<file path="src/rtl/rr_mux_n.sv">
// N-input valid/ready selector with round-robin arbitration and one registered output stage.
// Define RR_MUX_FIXED_PRIO_EN to replace round-robin with fixed lowest-index-wins priority.
module rr_mux_n #(
    parameter  int WIDTH = 32,
    parameter  int N     = 4,
    localparam int SELW  = (N > 1) ? $clog2(N) : 1
) (
    input  logic                 clk,
    input  logic                 rst,
    input  logic [N*WIDTH-1:0]   in_data,
    input  logic [N-1:0]         in_valid,
    output logic [N-1:0]         in_ready,
    output logic [WIDTH-1:0]     out_data,
    output logic                 out_valid,
    input  logic                 out_ready,
    output logic [SELW-1:0]      out_sel
);

    logic            load;
    logic            transfer;
    logic [SELW-1:0] base;
    logic [SELW-1:0] grant;
    logic            grant_valid;
    logic [SELW-1:0] next_ptr;

    assign load     = !out_valid || out_ready;
    assign transfer = |in_ready;
    assign next_ptr = (grant == SELW'(N - 1)) ? '0 : grant + 1'b1;

`ifdef RR_MUX_FIXED_PRIO_EN
    assign base = '0;
`else
    logic [SELW-1:0] ptr;

    // The pointer only advances on a real transfer, so a stalled output never skips a channel.
    always_ff @(posedge clk) begin
        if (rst) begin
            ptr <= '0;
        end else if (transfer) begin
            ptr <= next_ptr;
        end
    end

    assign base = ptr;
`endif

    // Circular search starting at base; indices are folded back below N so no out-of-range grant exists.
    always_comb begin
        int idx;
        idx         = 0;
        grant       = '0;
        grant_valid = 1'b0;
        for (int k = 0; k < N; k++) begin
            idx = int'(base) + k;
            if (idx >= N) begin
                idx = idx - N;
            end
            if (!grant_valid && in_valid[idx]) begin
                grant       = SELW'(idx);
                grant_valid = 1'b1;
            end
        end
    end

    always_comb begin
        in_ready = '0;
        if (load && grant_valid && !rst) begin
            in_ready[grant] = 1'b1;
        end
    end

    always_ff @(posedge clk) begin
        if (rst) begin
            out_valid <= 1'b0;
            out_data  <= '0;
            out_sel   <= '0;
        end else if (load) begin
            if (transfer) begin
                out_valid <= 1'b1;
                out_data  <= in_data[int'(grant)*WIDTH +: WIDTH];
                out_sel   <= grant;
            end else begin
                out_valid <= 1'b0;
            end
        end
    end

endmodule

</file>
<file path="config.mk">
export PLATFORM = sky130hd
export DESIGN_NAME = rr_mux_n
export DESIGN_NICKNAME = d
export VERILOG_FILES = /design/src/rtl/rr_mux_n.sv
export SDC_FILE = /design/constraint.sdc
export NUM_CORES = 1
export LEC_CHECK = 0
export CAP_MARGIN = 20
export CORE_AREA = 2 2 68 70
export CTS_BUF_LIST = sky130_fd_sc_hd__clkbuf_8
export CTS_CLUSTER_DIAMETER = 100
export DETAILED_ROUTE_END_ITERATION = 8
export DIE_AREA = 0 0 70 72
export DONT_BUFFER_PORTS = 1
export HOLD_SLACK_MARGIN = 0.06
export PLACE_DENSITY = 0.77
export REMOVE_ABC_BUFFERS = 1
export SETUP_SLACK_MARGIN = 0.4
export SLEW_MARGIN = 20
export SYNTH_ARGS = -nofsm -noshare
export SYNTH_HDL_FRONTEND = slang
export SYNTH_SLANG_ARGS = --single-unit
</file>
<file path="constraint.sdc">
create_clock -name clk -period 10.8 [get_ports clk]
set_clock_uncertainty 0.15 [all_clocks]
set_input_delay 3.24 -clock clk [delete_from_list [all_inputs] [get_ports clk]]
set_output_delay 3.24 -clock clk [all_outputs]
set_load 0.01 [all_outputs]
</file>
==> results of run 1 <==
## metrics by stage
stage               hold WS (ps)  utilization [%]  cells  cell area (sq um)
global route               372.2            54.78    348               2336
CTS                        348.9            54.78    348               2336
global placement           334.2            52.41    340               2235
finish                     346.6            54.78    348               2336
floorplan                  324.5                -    284               2138
detailed placement         338.7            52.41    340               2235
## cells in the mapped netlist (all sizes together)
cell,instances
a221o,14
a221oi,1
o21ai,2
a21oi,65
buf,13
nand2b,1
inv,3
dfxtp,37
nor2b,5
a211o,18
ha,1
and2,2
or4b,1
o31ai,1
a21boi,1
o21a,1
nor4,1
a2bb2oi,1
nand2,102
o211ai,1
o32ai,1
clkbuf,13
nor3b,1
mux2i,15
or4,1
nor2,8
## routing by layer
metal  up-vias  global-route usage [%]
met3         8                   5.139
li1       1060                       -
met4         0                   8.761
met1       949                   24.28
met5         -                       0
met2       129                   38.84
## kinds of logic (layout without fill, tap and decap cells)
kind of cell	Yosys count	in the layout	share of synthesized area, %
AOI/OAI and AO/OA	106	106	31.88
adders and majority gates	1	1	0.5506
buffers and inverters	29	15	6.388
DFF	37	37	32.60
muxes	15	15	6.608
and+or+nand+nor	122	122	21.97
## where the power goes
part | internal, mW | total, mW | switching [mW]
clock | 0.0576 | 0.103 | 0.0453
sequential | 0.160 | 0.189 | 0.0287
combinational | 0.0486 | 0.121 | 0.0726
## worst min path at each step
stage                       from            to  slack [ps]  cells after the start
floorplan           out_data[11]  out_data[11]         320                      2
global placement     out_data[3]   out_data[3]         330                      2
detailed placement   out_data[3]   out_data[3]         340                      2
CTS                  out_data[3]   out_data[3]         350                      2
global route        out_data[13]  out_data[13]         370                      2
finish               out_data[3]   out_data[3]         350                      2
## final cells by class
| type | count | area (sq um) |
|---|---|---|
| Clock buffer | 7 | 96.34 |
| Timing Repair Buffer | 4 | 30.03 |
| Fill cell | 402 | 1928 |
| Multi-Input combinational cell | 244 | 1388 |
| Tap cell | 52 | 65.06 |
| Sequential cell | 37 | 740.7 |
| Clock inverter | 1 | 5.005 |
| Inverter | 3 | 11.26 |
## worst register-to-register path, cell delays in order (launching register included)
cell and delay [ps]:
dfxtp_1 370, nor2b_1 80, or4b_1 500, and2_2 210, inv_2 570, ha_1 510
o31ai_4 110, buf_4 270, nor2b_1 170, buf_4 190, a211o_1 310
## sequential cells by signal, indices dropped and copies added, names as in the netlist
register	flops
base	2
out_valid	1
out_data	32
out_sel	2
==> results, run 1 <==
- Data on the critical path is required at its endpoint by around 7400 ps.
- Wire segments on met3 add up to 475 microns in the final route.
- The total setup violations reported at the end of the flow is 0.
- Entering global routing, the biggest net connects ~70 pins.
- Of all cell types, the one taking the most synthesized area is dfxtp_1.
- Once the floorplan was initialized, standard cells occupied a little over half of the core.
- The via-per-instance ratio is 6.167.
- The max-slew violation count came to 0.
- The routability congestion estimate is 0.7834.
- The number of detailed-route iterations in the first pass is 6.
- Across every metal layer, demand over resource in global routing totals 21.42%.
- The critical path start-end classification is in2out.
- The peak per-stage delay on the critical path is 570 ps.
- The maximum buffer depth of the clock tree is 2.
- The transition time at the pin with the least slew margin is 918.6 ps.
- The worst path buffer plus inverter count is 1.
- The routed wire length is roughly 5.7 mm.
- The worst setup slack before clock tree synthesis is about 2000 ps.
- The family with the most delay on the worst path is simple AND/OR/NAND/NOR gates.
- STA classifies the critical path startpoint as an input pin.
- The clock tree from TritonCTS is done.
- The yosys synthesis warning count is 0.
- The wire length on met2 is roughly 2.9 mm.
- The count of cell instances traversed by the critical path is 6.
- The routed design could run at a clock period as short as slightly below 9000 ps.
- The cell row count is 24.
- In this run the mean area of a mapped cell was around 7.3 sq um.
- The uppermost metal layer occupied by signal nets is met4.
- The overall power consumption is 0.4131 mW.
- For flop-to-flop paths, the worst setup slack is a little over 7000 ps.
- The count of buffers added on input and output ports is 0.
- After detailed routing, the average wire length per cell comes to 16.39 microns.
- The critical path capture point is in_ready[3].
- The most common cell after layout, fill and taps aside is nand2_1.
- Traced cell by cell, the critical path runs through nor2b_1, or4b_1, and2_2, inv_2, ha_1, and2_1.
- In this run the critical register-to-register path is captured at out_data[19].
- Setup repair after global routing left no endpoint under its margin.
- The quantity of gates resized following cts is 0.
- The library cell contributing the largest single delay on the critical path is inv_2.
- The flow ran to the end, and the final reports show no timing, DRC or antenna violations.
- The peak supply drop is 75.04 uV.
- The final routed DRC violation total is 0.
- By area the synthesized netlist is led by dfxtp_1 (33%), nand2_1 (17%), a21oi_1 (14%), a211o_1 (6.9%), mux2i_1 (6.6%).
- The number of clock buffers added by TritonCTS is 5.
- The first global-routing pass estimated 8.707 mm of wire.
- Cells with a size suffix above 1 make up 6.081% of the layout.
- Static timing analysis puts the maximum clock frequency at 113.8 MHz.
- The latest clock arrival within the worst-skew pair is between 200 and 300 ps.
- Relative to the synthesized area, the layout overhead comes to 2.808%.
- The clock root buffer is clkbuf_8.
- The worst path setup slack after routing is 2012 ps.
- The number of global-route vias before repair is 1878.
- The critical path arrival is approximately 5400 ps.
- For this design the static power due to leakage is 1.079 nW.
- The total power divided by cell area is between 150 and 200 nW/um^2.
- For this block, the initial DRC count from the detailed router was 75.
- The overall die height is just over 70 microns.
- Detailed placement finished with a half-perimeter wire length of 4.229 mm.
- Tracing the worst setup path back leads to its startpoint at in_valid[2].
- After routing, the total negative slack on setup checks comes to 0 ps.
- Leaving out fill and tap cells, the most frequent cells in the layout are nand2_1 (102), a21oi_1 (65), dfxtp_1 (37).
- Counting every instance in the synthesized netlist gives 310.
- The die width is 70 microns.
- The count of final hold-check violations came to 0.
- The core box area is 4264 sq um.
- The number of different library cells used by synthesis comes to 29.
- The overall die area is 5040 sq um.
- The H-tree generated during clock tree synthesis spans 2 levels.
- The cell area that synthesis handed to floorplanning was roughly 2300 sq um.
- The total number of vias is 2146.
- Hold repair after CTS inserted 0 buffers.
- The count of antenna diodes in the layout is 0.
- The nature of the critical path endpoint is an output pin.
- The post-CTS setup repair buffer count is 0.
- Clock-pin slew was measured on the worst setup and hold paths at 70 ps.
- The initial antenna violation count was 0.
- Sequential elements use 32.60% of the synthesized area.
- The met1 routed wirelength after detailed routing is 2.221 mm.
- The synthesized flop and latch total is 37.
- The headroom to the max-slew limit is 38.69%.
- The CTS sink count is 37.
- The share of the cycle needed by the critical path after routing is 81.37%.
- The count of max-cap constraint violations is 0.
- 174 I/O pins were placed.
- The number of cells traversed by the worst register-to-register path is 10.
- The detail route stage leaves a number of antenna-violating nets equal to 0.
- For this run, the post-layout net count is 431.
- Of all nets on the critical path, the largest fanout is 51.
- The area share of the largest cell type after synthesis is 32.60%.
- The min-delay analysis places its worst path in the category reg2reg.
- The total overflow left after global routing is 0.
- The beginning of the worst register-to-register path is base[0].
No activity file was read; power rests on OpenSTA's default activity.
==> inputs of run 2 (changes only) <==
Settings changed: CORE_AREA 2 2 68 70 to 2 2 67 69, DIE_AREA 0 0 70 72 to 0 0 69 71, PLACE_DENSITY 0.77 to 0.82.
Clock period 10.8 ns to 7.9 ns, I/O delays scaled along.
==> run 2 against run 1 <==
  * Setup slack got worse by 600 ps
  * Non-clock buffer count increased by 1
  * Global-route usage up 2.0 points
  * Worst hold slack is essentially flat
  * Cell count rose by 0.29%
  * Flip-flop and latch count is the same
  * Critical path type unchanged
  * Core utilization increased by 0.51 points
  * Highest routed layer unchanged
  * Critical path depth down 1
  * Total power up 33%
==> results, run 2 (synthesis results as in run 1) <==
- The total clock buffers created by CTS is 5 (unchanged).
- The pin count of the biggest net entering global routing is 71 (unchanged).
- The total power divided by cell area is 236.3 nW/um^2 (+34%).
- The number of filler instances in the final layout is 413 (+2.7%).
- The sequential group share of total power is 47.0% (+1.3 points).
- The met1 layer usage reported by global route is 26.06% (+1.8 points).
- The met3 usage was 6.268% (+1.1 points).
- The share of total power in combinational logic is 30.7% (+1.4 points).
- The number of DRC markers in iteration 0 is 113 (+51%).
- The critical path required time is 5380 ps (-2030 ps).
- The post-detailed-route wirelength per cell came to 16.92 microns (+3.2%).
- The peak supply drop came to 99.94 uV (+33%).
- The reg2reg setup slack is 4920 ps (-2310 ps).
- The critical path arrival is 3970 ps (-1430 ps).
- The worst path buffer plus inverter count came to 0 (-1).
- The most common cell after layout, fill and taps aside is nand2_1.
- The internal power summed over all cells is 0.3464 mW (+30%).
- The number of flip-flops under the largest register name came to 32 (unchanged).
- The library cells used most frequently in the layout, excluding fill and tap cells, are nand2_1 (102), a21oi_1 (65), dfxtp_1 (37).
- The number of global-route vias before repair came to 1960 (+4.4%).
- The level count of the clock H-tree was 2 (unchanged).
- The peak per-stage delay on the critical path came to 520 ps (-50 ps).
- The headroom to the max-slew limit is 48.36% (+9.7 points).
- The post-CTS setup repair buffer count is 0 (unchanged).
- The post-layout utilization of the core was 55.30% (+0.51 points).
- The routed wire length is 5.905 mm (+3.5%).
- The maximum buffer depth of the clock tree is 2 (unchanged).
- The count of antenna-violating nets left after detailed routing is 0 (unchanged).
- The count of antenna diodes in the layout is 0 (unchanged).
- The family with the most delay on the worst path is simple AND/OR/NAND/NOR gates.
- The total number of vias is 2186 (+1.9%).
- The max-slew violation count is 0 (unchanged).
- On the critical path, the stage with the largest delay is an instance of nand2_1.
- The endpoint identified for the worst register-to-register timing path is out_data[27].
- The switching share of power was 36.93% (+1.5 points).
- The core box area was 4204 sq um (-1.4%).
- The number of hold buffers added after CTS is 0 (unchanged).
- The CTS sink count is 37 (unchanged).
- The critical path start-end classification is in2out.
- The maximum fanout along the worst path was 20 (-61%).
- The number of cells traversed by the worst register-to-register path is 9 (-1).
- The register with the most flip-flops is out_data.
- The count of final hold-check violations is 0 (unchanged).
- The total leakage power is 1.080 nW (about the same).
- The cell row count was 24 (unchanged).
- The count of max-cap constraint violations is 0 (unchanged).
- The maximum clock rate is 154.1 MHz.
- The number of ports placed on the die boundary is 174 (unchanged).
- The transition time at the pin with the least slew margin was 774.6 ps (-144.0 ps).
- The via-per-instance ratio is 6.264 (+1.6%).
- The worst hold margin was 346.6 ps (+0.005000 ps).
- met2 is the most crowded layer.
- Setup repair after global routing left no endpoint under its margin.
- The worst hold path endpoint is out_data[28].
- TritonCTS built the clock tree.
- The worst hold path begins at out_data[28].
- The post-place instance area is 2242 sq um (+0.34%).
- The final routed DRC violation total was 0 (unchanged).
- The quantity of gates resized following cts is 0 (unchanged).
- The overall die area is 4899 sq um (-2.8%).
- The final period demand of the worst path is 6490 ps.
- The routability congestion estimate came to 0.8275 (+5.6%).
- The clock share of power is 22.3% (-2.6 points).
- The post-detailed-placement half-perimeter wirelength is 4.360 mm (+3.1%).
- The cell depth of the worst min-delay path came to 2 (unchanged).
- The flow ran to the end, and the final reports show no timing, DRC or antenna violations.
- The number of port buffers is 0 (unchanged).
- The startpoint identified for the worst register-to-register timing path is base[0].
- The initial antenna violation count is 0 (unchanged).
- The initial cell density of the core is 54.05% (+0.76 points).
- The number of detailed-route iterations in the first pass was 4 (-2).
- The clock root buffer is clkbuf_8.
- The total number of nets in the final design was 432 (+0.23%).
- The latest clock arrival within the worst-skew pair is 280 ps (about the same).
- The first-pass GRT wire length is 9.349 mm (+7.4%).
- The nature of the critical path endpoint is an output pin.
- The overall die height is 71 microns (-1.4%).
- The met2 global-route usage was 43.91% (+5.1 points).
- The die width is 69 microns (-1.4%).
- The aggregate global-route resource usage is 23.44% (+2.0 points).
- The total setup violations reported at the end of the flow came to 0 (unchanged).
- The total global routing overflow is 0 (unchanged).
- Walking the worst path, the cells encountered are nor2b_1, a21boi_0, o32ai_2, nand2_1, nor2_1.
- The fraction of final layout cells with drive strength greater than 1 is 6.061% (-0.020 points).
- Of the available clock period, the critical path in the final layout requires 82.15%.
- The class of the tightest hold or removal check is reg2reg.
- The worst setup path is launched from an input pin.
- The net switching component of the power is 0.2028 mW (+38%).
- The clock-pin slew of the registers on the worst-case setup and hold paths is 70 ps (about the same).
- The signed area change from the synthesized netlist to the final layout is 2.313%.
- The post-route cell area was 2325 sq um (-0.48%).
==> run 2: cell types whose count changed in the layout (fill, tap and decap cells not counted) <==
cell / before / now
buf_4: 4 / 5
clkbuf_8: 7 / 5
clkinv_2: 1 / 2
inv_1: 2 / 3
==> run 2: worst max path at each step <==
stage                startpoint     endpoint  cells past startpoint
floorplan           in_valid[2]  in_ready[3]                      6
global placement    in_valid[2]  in_ready[1]                      5
detailed placement  in_valid[2]  in_ready[1]                      5
CTS                 in_valid[2]  in_ready[1]                      5
global route          out_ready  in_ready[1]                      4
finish              in_valid[2]  in_ready[1]                      5
==> run 2: worst min-delay path, stage by stage (launching register included) <==
cell     delay [ps]
dfxtp_1         340
nand2_1          60
a21oi_1          50
==> run 2: area by class of cell <==
type,instances,area (sq um),share of cell area [%]
clock inverters,3,13.76,0.5920
inverters,3,11.26,0.4844
repair buffers,5,37.54,1.615
flip-flops and latches,37,740.7,31.86
well taps,52,65.06,2.799
clock buffers,5,68.82,2.960
multi-input cells,244,1388,59.69
==> run 2: metal layers <==
metal,up-vias,wire length (microns)
met1,994,2325
met2,125,3042
met4,0,98
met5,-,0
li1,1058,-
met3,9,438
==> run 2: per-stage QoR <==
| stage | power, mW | cells | TNS (ps) | worst slack, ps |
|---|---|---|---|---|
| 2_1_floorplan | 0.3911 | 284 | -310.4 | -310.4 |
| 3_3_place_gp | 0.4248 | 341 | 0 | 1473 |
| 3_5_place_dp | 0.4319 | 341 | 0 | 1435 |
| 4_1_cts | 0.5556 | 349 | 0 | 1437 |
| 5_1_grt | 0.5880 | 349 | 0 | 1241 |
| 6_report | 0.5492 | 349 | 0 | 1410 |
==> run 2: power groups by stage <==
stage | sequential (mW) | combinational (mW) | clock, mW
2_1_floorplan | 0.253 | 0.138 | 0
3_3_place_gp | 0.262 | 0.163 | 0
3_5_place_dp | 0.263 | 0.169 | 0
4_1_cts | 0.259 | 0.169 | 0.128
5_1_grt | 0.260 | 0.190 | 0.137
6_report | 0.258 | 0.169 | 0.122
==> inputs of run 3 (changes only) <==
Settings changed: ABC_AREA set to 1, CORE_AREA 2 2 67 69 to not set, CORE_UTILIZATION set to 60, DIE_AREA 0 0 69 71 to not set, PLACE_DENSITY 0.82 to 0.88.
Clock period 7.9 ns to 5.9 ns, I/O delays scaled along.
==> run 3 against run 2 <==
  * Critical path depth up 7
  * Critical path type unchanged
  * Via count is 57% higher
  * Critical endpoint is now in_ready[3]
  * Largest cell class unchanged
  * Combinational power rose to 7.6 times the previous value
  * Clock-buffer cell count increased by 1
  * Flip-flop and latch count did not move
==> results, run 3 <==
- The run finished with clean final reports.
- Clock tree synthesis selected as its root buffer the cell clkbuf_8.
- The CTS sink count was 37 (unchanged).
- The count of antenna diodes in the layout was 0 (unchanged).
- The total clock buffers created by CTS is 5 (unchanged).
- The worst setup slack before clock tree synthesis is 649.2 ps (-785.9 ps).
- The peak supply drop is 348.5 uV (+250%).
- The via-per-instance ratio is 5.331 (-15%).
- The library cell contributing the largest single delay on the critical path is inv_2.
- The total global routing overflow is 0 (unchanged).
- The total power divided by cell area is 579.5 nW/um^2 (+150%).
- The critical path required time is 3980 ps (-1400 ps).
- The cell depth of the worst min-delay path is 2 (unchanged).
- The routed wire length is 7.608 mm (+29%).
- The total leakage power is 1.901 nW (+76%).
- Among all flip-flop cells after synthesis, the most frequent one is dfxtp_1.
- The number of filler instances in the final layout is 515 (+25%).
- Summed over all instances, the cell type with the most area after synthesis is nand2_1.
- The critical path arrival is 3390 ps (-580 ps).
- The worst hold path endpoint is out_data[27].
- The worst setup path is captured at an output pin.
- Sorting the synthesized cells by area gives the leading types as nand2_1 (30%), dfxtp_1 (23%), nand3_1 (15%), inv_1 (8.7%), nor2_1 (4.1%).
- The reg2reg setup slack is 2470 ps (-2450 ps).
- The most used standard cell by instance count after synthesis is nand2_1.
- The maximum buffer depth of the clock tree is 2 (unchanged).
- The count of max-cap constraint violations is 0 (unchanged).
- The number of enable flip-flop cells after synthesis is 0 (unchanged).
- The portion of the post-synthesis area used by sequential elements came to 23.14% (-9.5 points).
- The post-detailed-route wirelength per cell was 11.81 microns (-30%).
- The first-pass GRT wire length came to 12.17 mm (+30%).
- The number of hold buffers added after CTS is 0 (unchanged).
- The library cell used most frequently in the layout, excluding fill and tap cells, is nand2_1.
- The total setup violations reported at the end of the flow is 0 (unchanged).
- The headroom to the max-slew limit was 60.05% (+12 points).
- The overall die area is 5630 sq um (+15%).
- The latest clock arrival within the worst-skew pair was 280 ps (about the same).
- The number of global-route vias before repair is 2879 (+47%).
- The core box area is 5107 sq um (+21%).
- TritonCTS built the clock tree.
- The cell count after synthesis is 594 (+92%).
- The signal on the critical path passes through nand2_1, nand2_1, nand2_1, nand2_1, nor2_4, nand3_2, nand2_4, nand2_2, inv_2, ha_1, nand2_2, inv_1.
- The number of ports placed on the die boundary was 174 (unchanged).
- The level count of the clock H-tree is 2 (unchanged).
- Sorting the synthesized cells by how often they occur yields nand2_1 (253), nand3_1 (93), inv_1 (74).
- The peak per-stage delay on the critical path is 380 ps (-140 ps).
- The initial antenna violation count is 0 (unchanged).
- The count of final hold-check violations is 0 (unchanged).
- The overall die height is 75.04 microns (+5.7%).
- The total number of vias was 3433 (+57%).
- The maximum fanout along the worst path was 33 (+65%).
- The clock-pin slew of the registers on the worst-case setup and hold paths is 70 ps (about the same).
- The worst path buffer plus inverter count was 2 (+2).
- The max-slew violation count came to 0 (unchanged).
- The post-place instance area is 3147 sq um (+40%).
- After layout, the minimum clock period comes to 5308 ps.
- The sort of element at the start of the critical path is an input pin.
- The aggregate global-route resource usage is 27.40% (+4.0 points).
- The post-detailed-placement half-perimeter wirelength came to 5.504 mm (+26%).
- In this run the critical register-to-register path is captured at out_data[25].
- The routability congestion estimate is 0.8242 (-0.40%).
- The cell row count came to 26 (+8.3%).
- The number of cells traversed by the worst register-to-register path is 14 (+5).
- Derived from the worst setup path, the maximum achievable clock frequency is around 190 MHz.
- The area share of the largest cell type after synthesis is 29.67% (-2.9 points).
- The transition time at the pin with the least slew margin is 599.3 ps (-175.3 ps).
- The number of detailed-route iterations in the first pass is 5 (+1).
- The total number of nets in the final design came to 710 (+64%).
- The number of flip-flops under the largest register name is 32 (unchanged).
- The cell area after synthesis was 3201 sq um (+41%).
- The synthesized area per cell is 5.388 sq um (-26%).
- The combined area of the multi-input logic cells is 1948 sq um (+40%).
- The number of port buffers is 0 (unchanged).
- The class of the tightest hold or removal check is reg2reg.
- The most used cell along the critical path is nand2_1.
- The flip-flop and latch area is 740.7 sq um (unchanged).
- The worst hold margin came to 383.7 ps (+37.12 ps).
- The pin count of the biggest net entering global routing came to 67 (-5.6%).
- The aggregate negative setup slack is 0 ps (unchanged).
- Leaving out fill and tap cells, the most frequent cells in the layout are nand2_1 (253), nand3_1 (92), inv_1 (75).
- The post-CTS setup repair buffer count is 0 (unchanged).
- The die width is 75.04 microns (+8.7%).
- The number of DRC markers in iteration 0 is 159 (+41%).
- The count of cell instances traversed by the critical path is 12 (+7).
- The synthesized flop and latch total is 37 (unchanged).
- The worst path setup slack after routing came to 592.4 ps (-817.5 ps).
- The final routed DRC violation total is 0 (unchanged).
- The post-route cell area is 3233 sq um (+39%).
- The quantity of gates resized following cts is 0 (unchanged).
- The family with the most delay on the worst path is simple AND/OR/NAND/NOR gates.
- The share of synthesized registers carrying an async set or reset was 0% (unchanged).
- Counting flops per register, the top entry is out_data.
- The critical path is of the in2out type.
- The yosys synthesis warning count is 0 (unchanged).
- The fraction of final layout cells with drive strength greater than 1 is 6.446% (+0.39 points).
- The beginning of the worst register-to-register path is base[0].
- Setup repair after global routing left no endpoint under its margin.
- The signed area change from the synthesized netlist to the final layout is 1.016%.
- The share of the cycle needed by the critical path after routing is between 80% and 90%.
- The initial cell density of the core is 62.67% (+8.6 points).
- The source of the worst hold timing path is out_data[27].
- The number of distinct library cells after synthesis is 22 (-24%).
- The count of antenna-violating nets left after detailed routing was 0 (unchanged).
[run 3: changes by cell type after synthesis, sizes merged, moves of 7 or more]
cell,previous run,this run
a211o,18,0
a21oi,65,22
a221o,14,0
buf,13,30
clkbuf,13,6
inv,3,80
mux2i,15,0
nand2,102,264
nand3,0,96
nand3b,0,15
nor2,8,36
[run 3: per-layer routing]
layer  global-route usage, %  vias up  share of wire (%)
met3                   6.693        4                6.8
li1                        -     1772                  -
met1                   31.96     1529                 40
met5                       0        -                  0
met2                   48.25      128                 52
met4                   10.69        0               0.70
[run 3: metrics by stage]
stage | power [mW] | std cells | util [%]
2_1_floorplan | 1.416 | 558 | -
3_3_place_gp | 1.667 | 637 | 61.61
3_5_place_dp | 1.709 | 637 | 61.61
4_1_cts | 1.887 | 644 | 63.30
5_1_grt | 2.133 | 644 | 63.30
6_report | 1.874 | 644 | 63.30
[run 3: how the worst max path moves through the flow]
stage	start	endpoint	slack, ps
after detailed placement	in_valid[2]	in_ready[3]	650
after global routing	in_valid[2]	in_ready[3]	430
final	in_valid[2]	in_ready[3]	590
after CTS	in_valid[2]	in_ready[3]	640
after floorplan	in_valid[1]	in_ready[3]	-480
after global placement	in_valid[3]	in_ready[3]	760
[run 3: power by group]
part | switching (mW) | internal [mW] | leakage [nW]
sequential | 0.0911 | 0.328 | 0.305
combinational | 0.859 | 0.424 | 1.55
clock | 0.0815 | 0.0909 | 0.0485
[run 3: cell type report]
type                    instances  area share (%)
repair buffers                  9           2.090
flip-flops and latches         37           22.91
inverters                      80           9.365
well taps                      70           2.709
clock buffers                   6           2.554
clock inverters                 1          0.1161
multi-input cells             441           60.26
[run 3: cells by family (layout without fill, tap and decap cells)]
group                      after synthesis  in the layout  share of synthesized area (%)
AOI/OAI and AO/OA                       25             25                          3.909
adders and majority gates                1              1                         0.3909
buffers and inverters                  116             96                          16.15
and+or+nand+nor                        415            415                          56.41
DFF                                     37             37                          23.14
[run 3: tightest hold or removal path, cell delays in order, from the launching register on]
cell	delay, ps
dfxtp_1	340
nand3_1	90
a21oi_1	60
